$ cat src/rtl/avr_prefetch_queue.sv
// Instruction prefetch queue: issues sequential program-memory reads, buffers the
// returned words with their addresses and presents them to avr_fetch in order.
module avr_prefetch_queue #(
    parameter int            AW       = 9,
    parameter int            DEPTH    = 4,
    parameter logic [AW-1:0] RESET_PC = '0
) (
    input  logic          CLK,
    input  logic          RST,
    output logic          mem_req,
    output logic [AW-1:0] mem_addr,
    input  logic          mem_gnt,
    input  logic          mem_rvalid,
    input  logic [15:0]   mem_rdata,
    output logic          instr_valid,
    output logic [15:0]   instr,
    output logic [AW-1:0] instr_addr,
    input  logic          instr_ready,
    input  logic          redirect,
    input  logic [AW-1:0] redirect_addr
);

    localparam int PW = $clog2(DEPTH);
    localparam int CW = $clog2(DEPTH + 1);
    localparam logic [CW:0] DEPTH_C = (CW + 1)'(DEPTH);

    typedef struct packed {
        logic [AW-1:0] addr;
        logic [15:0]   word;
    } entry_t;

    entry_t        queue [DEPTH];
    logic [PW-1:0] head;
    logic [PW-1:0] tail;
    logic [CW-1:0] count;
    logic [CW-1:0] inflight;
    logic [CW-1:0] drop;
    logic [AW-1:0] issue_pc;
    logic [AW-1:0] resp_pc;

    logic [CW:0]   occupancy;
    logic          grant;
    logic          rsp;
    logic          push;
    logic          pop;

    // Queued words plus outstanding reads never exceed DEPTH, so a push always has room.
    always_comb begin
        occupancy   = {1'b0, count} + {1'b0, inflight};
        mem_req     = !RST && !redirect && (occupancy < DEPTH_C);
        mem_addr    = issue_pc;
        grant       = mem_req && mem_gnt;
        rsp         = mem_rvalid && (inflight != '0);
        push        = rsp && (drop == '0);
        instr_valid = (count != '0);
        pop         = instr_valid && instr_ready;
        instr       = queue[head].word;
        instr_addr  = queue[head].addr;
    end

    always_ff @(posedge CLK) begin
        if (RST) begin
            issue_pc <= RESET_PC;
            resp_pc  <= RESET_PC;
            head     <= '0;
            tail     <= '0;
            count    <= '0;
            inflight <= '0;
            drop     <= '0;
        end else if (redirect) begin
            issue_pc <= redirect_addr;
            resp_pc  <= redirect_addr;
            head     <= '0;
            tail     <= '0;
            count    <= '0;
            // Every outstanding response is now stale, including ones already marked
            // for discard; a response arriving this cycle is consumed here.
            inflight <= inflight - CW'(rsp);
            drop     <= inflight - CW'(rsp);
        end else begin
            if (grant) begin
                issue_pc <= issue_pc + 1'b1;
            end
            inflight <= inflight + CW'(grant) - CW'(rsp);
            if (rsp && (drop != '0)) begin
                drop <= drop - 1'b1;
            end
            if (push) begin
                tail    <= tail + 1'b1;
                resp_pc <= resp_pc + 1'b1;
            end
            if (pop) begin
                head <= head + 1'b1;
            end
            count <= count + CW'(push) - CW'(pop);
        end
    end

    // Storage carries no reset; only entries below count are ever observed.
    always_ff @(posedge CLK) begin
        if (push) begin
            queue[tail] <= '{addr: resp_pc, word: mem_rdata};
        end
    end

endmodule

$ cat config.mk
export PLATFORM = sky130hd
export DESIGN_NAME = avr_prefetch_queue
export DESIGN_NICKNAME = d
export VERILOG_FILES = /design/src/rtl/avr_prefetch_queue.sv
export SDC_FILE = /design/constraint.sdc
export NUM_CORES = 1
export LEC_CHECK = 0
export ABC_AREA = 1
export CAP_MARGIN = 5
export CORE_ASPECT_RATIO = 2
export CORE_MARGIN = 5
export CORE_UTILIZATION = 35
export DETAILED_ROUTE_END_ITERATION = 16
export PLACE_DENSITY = 0.58
export SYNTH_ARGS = -nofsm -noshare
export SYNTH_HDL_FRONTEND = slang
export SYNTH_SLANG_ARGS = --single-unit
export TNS_END_PERCENT = 5
$ cat constraint.sdc
create_clock -name CLK -period 3.2 [get_ports CLK]
set_input_delay 0.48 -clock CLK [delete_from_list [all_inputs] [get_ports CLK]]
set_output_delay 0.48 -clock CLK [all_outputs]
set_load 0.01 [all_outputs]
After elaboration in Yosys (flattened, before gate mapping)
Memories as Yosys holds them, arrays and structs flattened. A register that Yosys moved wholly into a read port is not among the register bits.
Index checks and enable logic that the tools add are counted.
Word-level totals
  bits in writable memories: 100
  memories kept: 1
  register bits: 31
Memory list
  queue: depth 4, width 25, rd ports 1, clocked after Yosys merged registers in 1, wr ports 1, RTL line 32  | entry_t queue [DEPTH];
Cells by class
  order comparisons: 1
  reduce and logical (&&, ||, !) cells: 17
  muxes and demuxes: 11
  add/subtract/negate cells: 11
Operator list (number)
  $mux 9: 4
  $add 9x1->9 const B: 2
  $mux 3: 3
  $reduce_bool 3->1: 3
  $sub 3x1->3: 3
  $logic_and 1x1->1: 7
  $add 3x1->3: 2
  $reduce_bool 2->1: 3
  $add 2x1->2 const B: 2
  $add 3x3->4: 1
  $lt 4x3->1 const B: 1
  $mux 2: 2
  $logic_not 3->1: 1
  $sub 3x1->3 const B: 1
  $logic_not 1->1: 2
  $mux 1: 2
  $reduce_or 2->1: 1

Depth between registers and ports, before layout
Gate-level depths: netlist of run 1.
  depth in word-level cells: 7
  depth in mapped cells: 13
  gate-level depth less buffers: 13

Worst setup path before layout of run 1
Ideal clock, no wire load.
  kind: input to register
  start: input port redirect
  end: register inflight[2]
  setup slack: 0.653 ns
  setup time: 0.123 ns
  arrival time: 2.424 ns
  stages on the path: 13
  buffers on the path: 1
  cell sequence: buf_6 -> nor2_8 -> nand2_4 -> nor2_4 -> nand2_4 -> ha_1 -> inv_1 -> ha_1 -> fa_1 -> xnor2_1 -> or2_2 -> nand3_1 -> a21oi_1
Between the ends
  longest elaborated chain between the ends: 7
Ends and longest elaborated chain
  start: declaration: RTL line 19  | input logic redirect,
  $logic_not 1->1: RTL line 50  | mem_req = !RST && !redirect && (occupancy < DEPTH_C);
  $logic_and 1x1->1 (2 in a row): RTL line 50
  net mem_req: RTL line 10  | output logic mem_req,
  $logic_and 1x1->1: RTL line 52  | grant = mem_req && mem_gnt;
  $add 3x1->3: RTL line 84  | inflight <= inflight + CW'(grant) - CW'(rsp);
  $sub 3x1->3: RTL line 84
  $mux 3: RTL line 70  | end else if (redirect) begin
  end signal: assignment: RTL line 78  | inflight <= inflight - CW'(rsp);
  end signal: assignment: RTL line 84
  end: declaration: RTL line 36  | logic [CW-1:0] inflight;
The timed path passes the listed nets, and every way through them passes these cells.
A chain may end at the register's enable or synchronous reset.

==> results.py, run 1 <==
metrics = {
    "clocking": {
        "clkSlewWorstSetupHoldPaths_ns": 0.06,
        "root_buffer": "clkbuf_16",
        "cts_setup_buffers": 0,
        "worst_skew_pair.late_latency_ns": 0.41,
        "cts-resized-gates": 0,
        "cts_tree": "built",
        "cts_sinks": 133,
        "ctsLongestPathBuffers": 2,
        "ctsHoldBuffers": 0,
        "cts_buffers": 17,
        "htreeDepth": 4,
    },
    "floorplan": {
        "num_rows": 66,
        "die_height_um": 191,
        "ios": 67,
        "fp.dieArea_mm2": 0.0192,
        "initial_core_util_pct": 35.5,
        "die_w_um": 101,
        "core_mm2": 0.0162,
    },
    "power_and_ir_drop": {
        "switching_share_pct": 28.0,
        "pwr-share-comb_pct": 19.4,
        "switchingPower_mw": 1.38,
        "power_frac_seq_pct": 43.1,
        "power.density_mw_per_mm2": 680,
        "p_leak_nw": 2.68,
        "ir_drop_v": 0.000460,
        "p_int_mw": 3.55,
        "clkPwrFrac_pct": 37.5,
    },
    "setup_path": {
        "crit_type": "reg -> out",
        "r2r-start": "inflight[2]",
        "ff2ff_path_depth": 13,
        "start_kind": "flip-flop",
        "cp.required_ns": 2.72,
        "endpoint_kind": "output port",
        "arrival_ns": 2.34,
        "cp_max_fo": 20,
        "reg2reg_slack_ns": 0.52,
        "r2r-end": "inflight[2]",
    },
    "global_route": {
        "grt_max_degree": 51,
        "overflow": 0,
        "antenna_found_initial": 0,
        "grt_pass1_wl_um": 21400,
        "groute.usage.overall_pct": 14.3,
        "grt_pass1_vias": 4334,
    },
    "layout": {
        "layout-drive-gt1-share_pct": 9.48,
        "finalNonFillerCells": 837,
        "syn_to_final_growth_pct": 26.0,
        "final_core_util_pct": 44.7,
        "diodes": 0,
        "final_nets": 669,
    },
    "timing": {
        "clock_skew_ns": 0.0141,
        "fmax_mhz": 355,
        "max_slew_margin_pct": 54.1,
        "maxSlewViolCount": 0,
        "finalCriticalPeriod_ns": 2.82,
        "final_hold_viol_count": 0,
        "setup_violations": 0,
        "rsz0062_at_grt": "no",
        "min_period_over_period_pct": 88.0,
        "fin_tns_setup_ns": 0,
        "holdWs_ns": 0.469,
        "worst-slew-pin-transition_ns": 0.688,
    },
    "status": {
        "status": "finished, final reports clean",
    },
    "place": {
        "hpwl_um": 8700,
        "gp_congestion": 0.836,
        "dp.cells": 805,
        "io_buffer_count": 66,
    },
    "yosys": {
        "synth_compound_area_share_pct": 11.5,
        "yosysWarnings": 0,
        "yosysSeqAreaShare_pct": 63.8,
        "synth_area_leader_cell": "edfxtp_1",
        "synth_edf_count": 100,
        "synth_top_area_share_pct": 52.3,
        "synth_xor_area_share_pct": 0.457,
        "syn_avg_cell_area_um2": 10.5,
        "ys_seq_elements": 133,
        "syn_inst": 546,
        "synth_area_mm2": 0.00575,
        "synth_area_leaders": "edfxtp_1 (52%), dfxtp_1 (11%), o21ai_0 (6.0%)",
        "async_flop_share_pct": 0,
        "synth_top_family_by_area": "simple AND/OR/NAND/NOR gates",
        "synth.distinct_cells": 34,
        "synth_simple_gate_area_share_pct": 15.3,
        "synth.net_count": 595,
        "synth_flop_cell": "edfxtp_1",
        "synthMuxAreaShare_pct": 0,
        "synth_fa_ha_area_share_pct": 4.18,
    },
    "route": {
        "dr.pass1.iters": 5,
        "vias": 4159,
        "drt_iter0_drc": 136,
        "drc": 0,
        "drt-total-wl_um": 13200,
        "viasPerCell": 4.97,
        "ant_nets": 0,
        "post_drt_wl_per_cell_um": 15.7,
    },
    "hold_path": {
        "min_path_type": "reg -> reg",
        "min_from": "head[1]",
        "min_path_cells": 2,
        "min_to": "head[1]",
    },
    "flow_run": {
        "drv_cap": 0,
    },
}
[cells by family (layout without fill, tap and decap cells)]
family                   count (synthesis)  in the layout
AND/OR/NAND/NOR                        201            201
flip-flops                             133            133
AO/OA/AOI/OAI                          121            121
XOR/XNOR                                 3              3
adder cells (fa/ha/maj)                 18             18
buffers and inverters                   70            157
[Yosys cell counts, types with 3 or more instances]
master	number
edfxtp_1	100
nor2_1	89
nand2_1	69
o21ai_0	69
inv_1	45
dfxtp_1	33
nand3_1	26
o22ai_1	25
ha_1	16
a21oi_1	14
clkbuf_1	14
buf_2	7
nand4_1	4
o21ai_1	4
o21bai_1	4
or2_2	3
[area by class of cell]
class                      instances  area (um2)
clock buffer                      17         425
inverter                          47         176
clock inverter                    15         145
fill                            1489        8940
sequential                       133        3660
tap                              204         255
multi-input combinational        343        1810
timing repair buffer              78         763
[layer usage]
layer  vias to the layer above  global-route usage, %  wire length [um]
met5                         -                      0                 0
met4                         0                   5.81               227
met3                        13                   3.36               464
met2                        94                   26.6              7360
met1                      2009                   15.1              5120
li1                       2043                      -                 -
[cell usage in the layout, fill, tap and decap left out, types with 2 or more instances in the layout]
cell type,Yosys,routed
nand3b_1,2,2
inv_1,45,45
nor2_2,1,5
buf_4,0,11
o22ai_1,25,25
ha_1,16,16
nand3_1,26,26
or2_2,3,3
a21boi_0,2,2
a21oi_1,14,14
inv_2,2,2
clkinvlp_4,0,4
o21bai_1,4,4
nand2_1,69,69
clkinv_4,0,2
clkbuf_16,0,17
nor2_1,89,85
inv_6,0,6
edfxtp_1,100,100
fa_1,2,2
o21ai_1,4,4
nand4_1,4,4
o21ai_0,69,69
clkdlybuf4s50_1,0,66
nand2_4,2,2
xor2_1,2,2
dfxtp_1,33,33
[registers in the layout (all words and copies together) (netlist names), named ones only]
signal	cells
mem_addr	9
resp_pc	9
inflight	3
head	2
queue	100
drop	3
tail	2
count	3
[worst max-delay path by stage]
| stage | startpoint | to | slack [ns] | cells after the start |
|---|---|---|---|---|
| after floorplan | redirect | inflight[2] | 0.65 | 13 |
| after global placement | redirect | inflight[2] | 0.22 | 13 |
| after detailed placement | redirect | inflight[2] | 0.18 | 13 |
| after CTS | flip-flop | instr[8] | 0.33 | 5 |
| after global routing | flip-flop | instr[8] | 0.20 | 5 |
| final | flip-flop | instr[8] | 0.38 | 5 |
[metrics by stage]
stage          area [um2]  power [mW]  setup WS [ns]
5_1_grt              7240        5.18          0.204
3_5_place_dp         6670        3.14          0.177
3_3_place_gp         6670        3.10          0.225
2_1_floorplan        5750        2.68          0.653
6_report             7240        4.93          0.384
4_1_cts              7240        4.99          0.327
[worst max-delay path, cell delays in order (launching register included)]
cell and delay (ns):
dfxtp_1 0.31, inv_1 0.50, buf_4 0.26, o21ai_0 0.10, o22ai_1 0.17, clkdlybuf4s50_1 0.58
[power groups by stage]
stage	Combinational, mW	Clock (mW)	Sequential (mW)
detailed placement	0.979	0	2.16
global route	1.08	1.97	2.14
global placement	0.954	0	2.15
CTS	0.984	1.88	2.12
finish	0.957	1.85	2.12
floorplan	0.539	0	2.14
Power figures use the tool's default switching activity.
==> run 2, diff against run 1 <==
- CORE_UTILIZATION: 35 -> 54
- CTS_CLUSTER_DIAMETER: default -> 100
- PLACE_DENSITY: 0.58 -> 0.81
==> run 2 against run 1 <==
  * Global-route usage grew 5.4 points
  * Sequential share of layout area is 0.12 points higher
  * Combinational power is 2.2% higher
  * Critical path depth fell by 1
  * Design area shrank 0.24%
  * Largest power group unchanged
  * Highest routed layer unchanged
==> results.py, run 2 (synthesis gave the netlist of run 1 again) <==
metrics = {
    "clocking": {
        "htreeDepth": 4,
        "root_buffer": "clkbuf_16",
        "ctsLongestPathBuffers": 2,
        "cts-resized-gates": 0,
        "cts_setup_buffers": 0,
        "clkSlewWorstSetupHoldPaths_ns": 0.06,
        "cts_buffers": 17,
        "worst_skew_pair.late_latency_ns": 0.41,
        "ctsHoldBuffers": 0,
        "cts_tree": "built",
        "cts_sinks": 133,
    },
    "setup_path": {
        "arrival_ns": 2.32,
        "cp_max_fo": 25,
        "start_kind": "flip-flop",
        "cp_top_family": "buffers and inverters",
        "max_stage_delay_ns": 0.59,
        "path_cells": "inv_1 -> o21ai_0 -> o22ai_1 -> clkdlybuf4s50_1",
        "cp.required_ns": 2.72,
        "crit_type": "reg -> out",
        "critPathBufInv": 2,
        "endpoint_kind": "output port",
        "crit_slowest_cell": "clkdlybuf4s50_1",
    },
    "global_route": {
        "grt_max_degree": 51,
        "antenna_found_initial": 0,
        "grt_pass1_vias": 4281,
        "grt_pass1_wl_um": 20100,
        "overflow": 0,
        "groute.usage.overall_pct": 19.7,
    },
    "timing": {
        "final_hold_viol_count": 0,
        "finalCriticalPeriod_ns": 2.80,
        "max_slew_margin_pct": 50.0,
        "clock_skew_ns": 0.00883,
        "worst-slew-pin-transition_ns": 0.749,
        "rsz0062_at_grt": "no",
        "min_period_over_period_pct": 87.5,
        "holdWs_ns": 0.474,
        "fin_tns_setup_ns": 0,
        "fmax_mhz": 357,
        "setup_violations": 0,
        "maxSlewViolCount": 0,
    },
    "layout": {
        "diodes": 0,
        "nFillCells": 737,
        "final_nets": 670,
        "final_cell_mix": "edfxtp_1 (100), nor2_1 (85), nand2_1 (69), o21ai_0 (69), clkdlybuf4s50_1 (66)",
        "largest_reg_flops": 100,
        "syn_to_final_growth_pct": 25.7,
        "top_register": "queue",
        "layout-drive-gt1-share_pct": 9.46,
        "mostFrequentLayoutCell": "edfxtp_1",
    },
    "floorplan": {
        "die_height_um": 156,
        "fp.dieArea_mm2": 0.0129,
        "ios": 67,
        "initial_core_util_pct": 54.8,
        "num_rows": 53,
        "core_mm2": 0.0105,
        "die_w_um": 82.9,
    },
    "route": {
        "ant_nets": 0,
        "vias": 4249,
        "drc": 0,
        "viasPerCell": 5.51,
        "post_drt_wl_per_cell_um": 16.3,
        "dr.pass1.iters": 5,
        "drt-total-wl_um": 12600,
        "drt_iter0_drc": 268,
    },
    "power_and_ir_drop": {
        "pwr-share-comb_pct": 19.1,
        "switchingPower_mw": 1.34,
        "switching_share_pct": 26.1,
        "power.density_mw_per_mm2": 710,
        "power_mw": 5.13,
        "p_leak_nw": 2.72,
        "ir_drop_v": 0.000420,
        "p_int_mw": 3.79,
        "power_frac_seq_pct": 41.5,
        "clkPwrFrac_pct": 39.5,
    },
    "hold_path": {
        "min_path_type": "reg -> reg",
    },
    "flow_run": {
        "drv_cap": 0,
    },
    "status": {
        "status": "finished, final reports clean",
    },
    "place": {
        "hpwl_um": 8130,
        "io_buffer_count": 66,
        "gp_congestion": 0.865,
    },
}
## run 2: cell types whose count changed in the layout (fill, tap and decap cells not counted), sizes merged
cell      change
inv           -3
buf           +1
clkbuf        +2
clkinvlp      -2
bufinv        +3
## run 2: path summary, 6_finish.rpt
kind | slack [ns] | to | start | cells after the start
hold reg to reg | 0.47 | head[0] | head[0] | 1
setup / recovery | 0.40 | instr_addr[0] | flip-flop | 4
hold / removal | 0.47 | head[0] | head[0] | 1
setup reg to reg | 0.51 | inflight[2] | inflight[2] | 13
## run 2: area by class of cell
cell class	instances	area (um2)	share of cell area, %
clock buffers	19	433	5.99
clock inverters	13	196	2.72
inverters	47	176	2.44
multi-input cells	343	1810	25.1
flip-flops and latches	133	3660	50.7
well taps	137	171	2.37
repair buffers	79	771	10.7
## run 2: routing by layer
layer  global-route usage [%]  part of all wire, %  up-vias
li1                         -                    -     2042
met1                     20.2                   37     2025
met2                     38.0                   56      159
met3                     4.44                  5.0       23
met4                     8.18                  2.1        0
met5                        0                    0        -
## run 2: worst register-to-register path, cell delays in order, from the launching register on
cell and delay (ns):
dfxtp_1 0.41, ha_1 0.26, nor2_1 0.10, nand2_1 0.12, nor2_4 0.13, nand2_4 0.10, ha_1 0.28, inv_1 0.04
ha_1 0.19, fa_1 0.39, xnor2_1 0.15, or2_2 0.27, nand3_1 0.07, a21oi_1 0.07
## run 2: power groups by stage
stage          clock, mW  sequential [mW]  combinational [mW]
6_report            2.02             2.13               0.978
4_1_cts             2.05             2.12               0.986
5_1_grt             2.15             2.14                1.08
2_1_floorplan          0             2.14               0.539
3_5_place_dp           0             2.16               0.978
3_3_place_gp           0             2.14               0.927
## run 2: metrics by stage
stage | instances | worst slack [ns] | instance area [um2] | util [%]
6_report | 771 | 0.399 | 7220 | 69.0
5_1_grt | 771 | 0.176 | 7220 | 69.0
4_1_cts | 771 | 0.278 | 7220 | 69.0
3_5_place_dp | 739 | 0.175 | 6600 | 62.9
3_3_place_gp | 739 | 0.249 | 6600 | 62.9
2_1_floorplan | 546 | 0.653 | 5750 | -
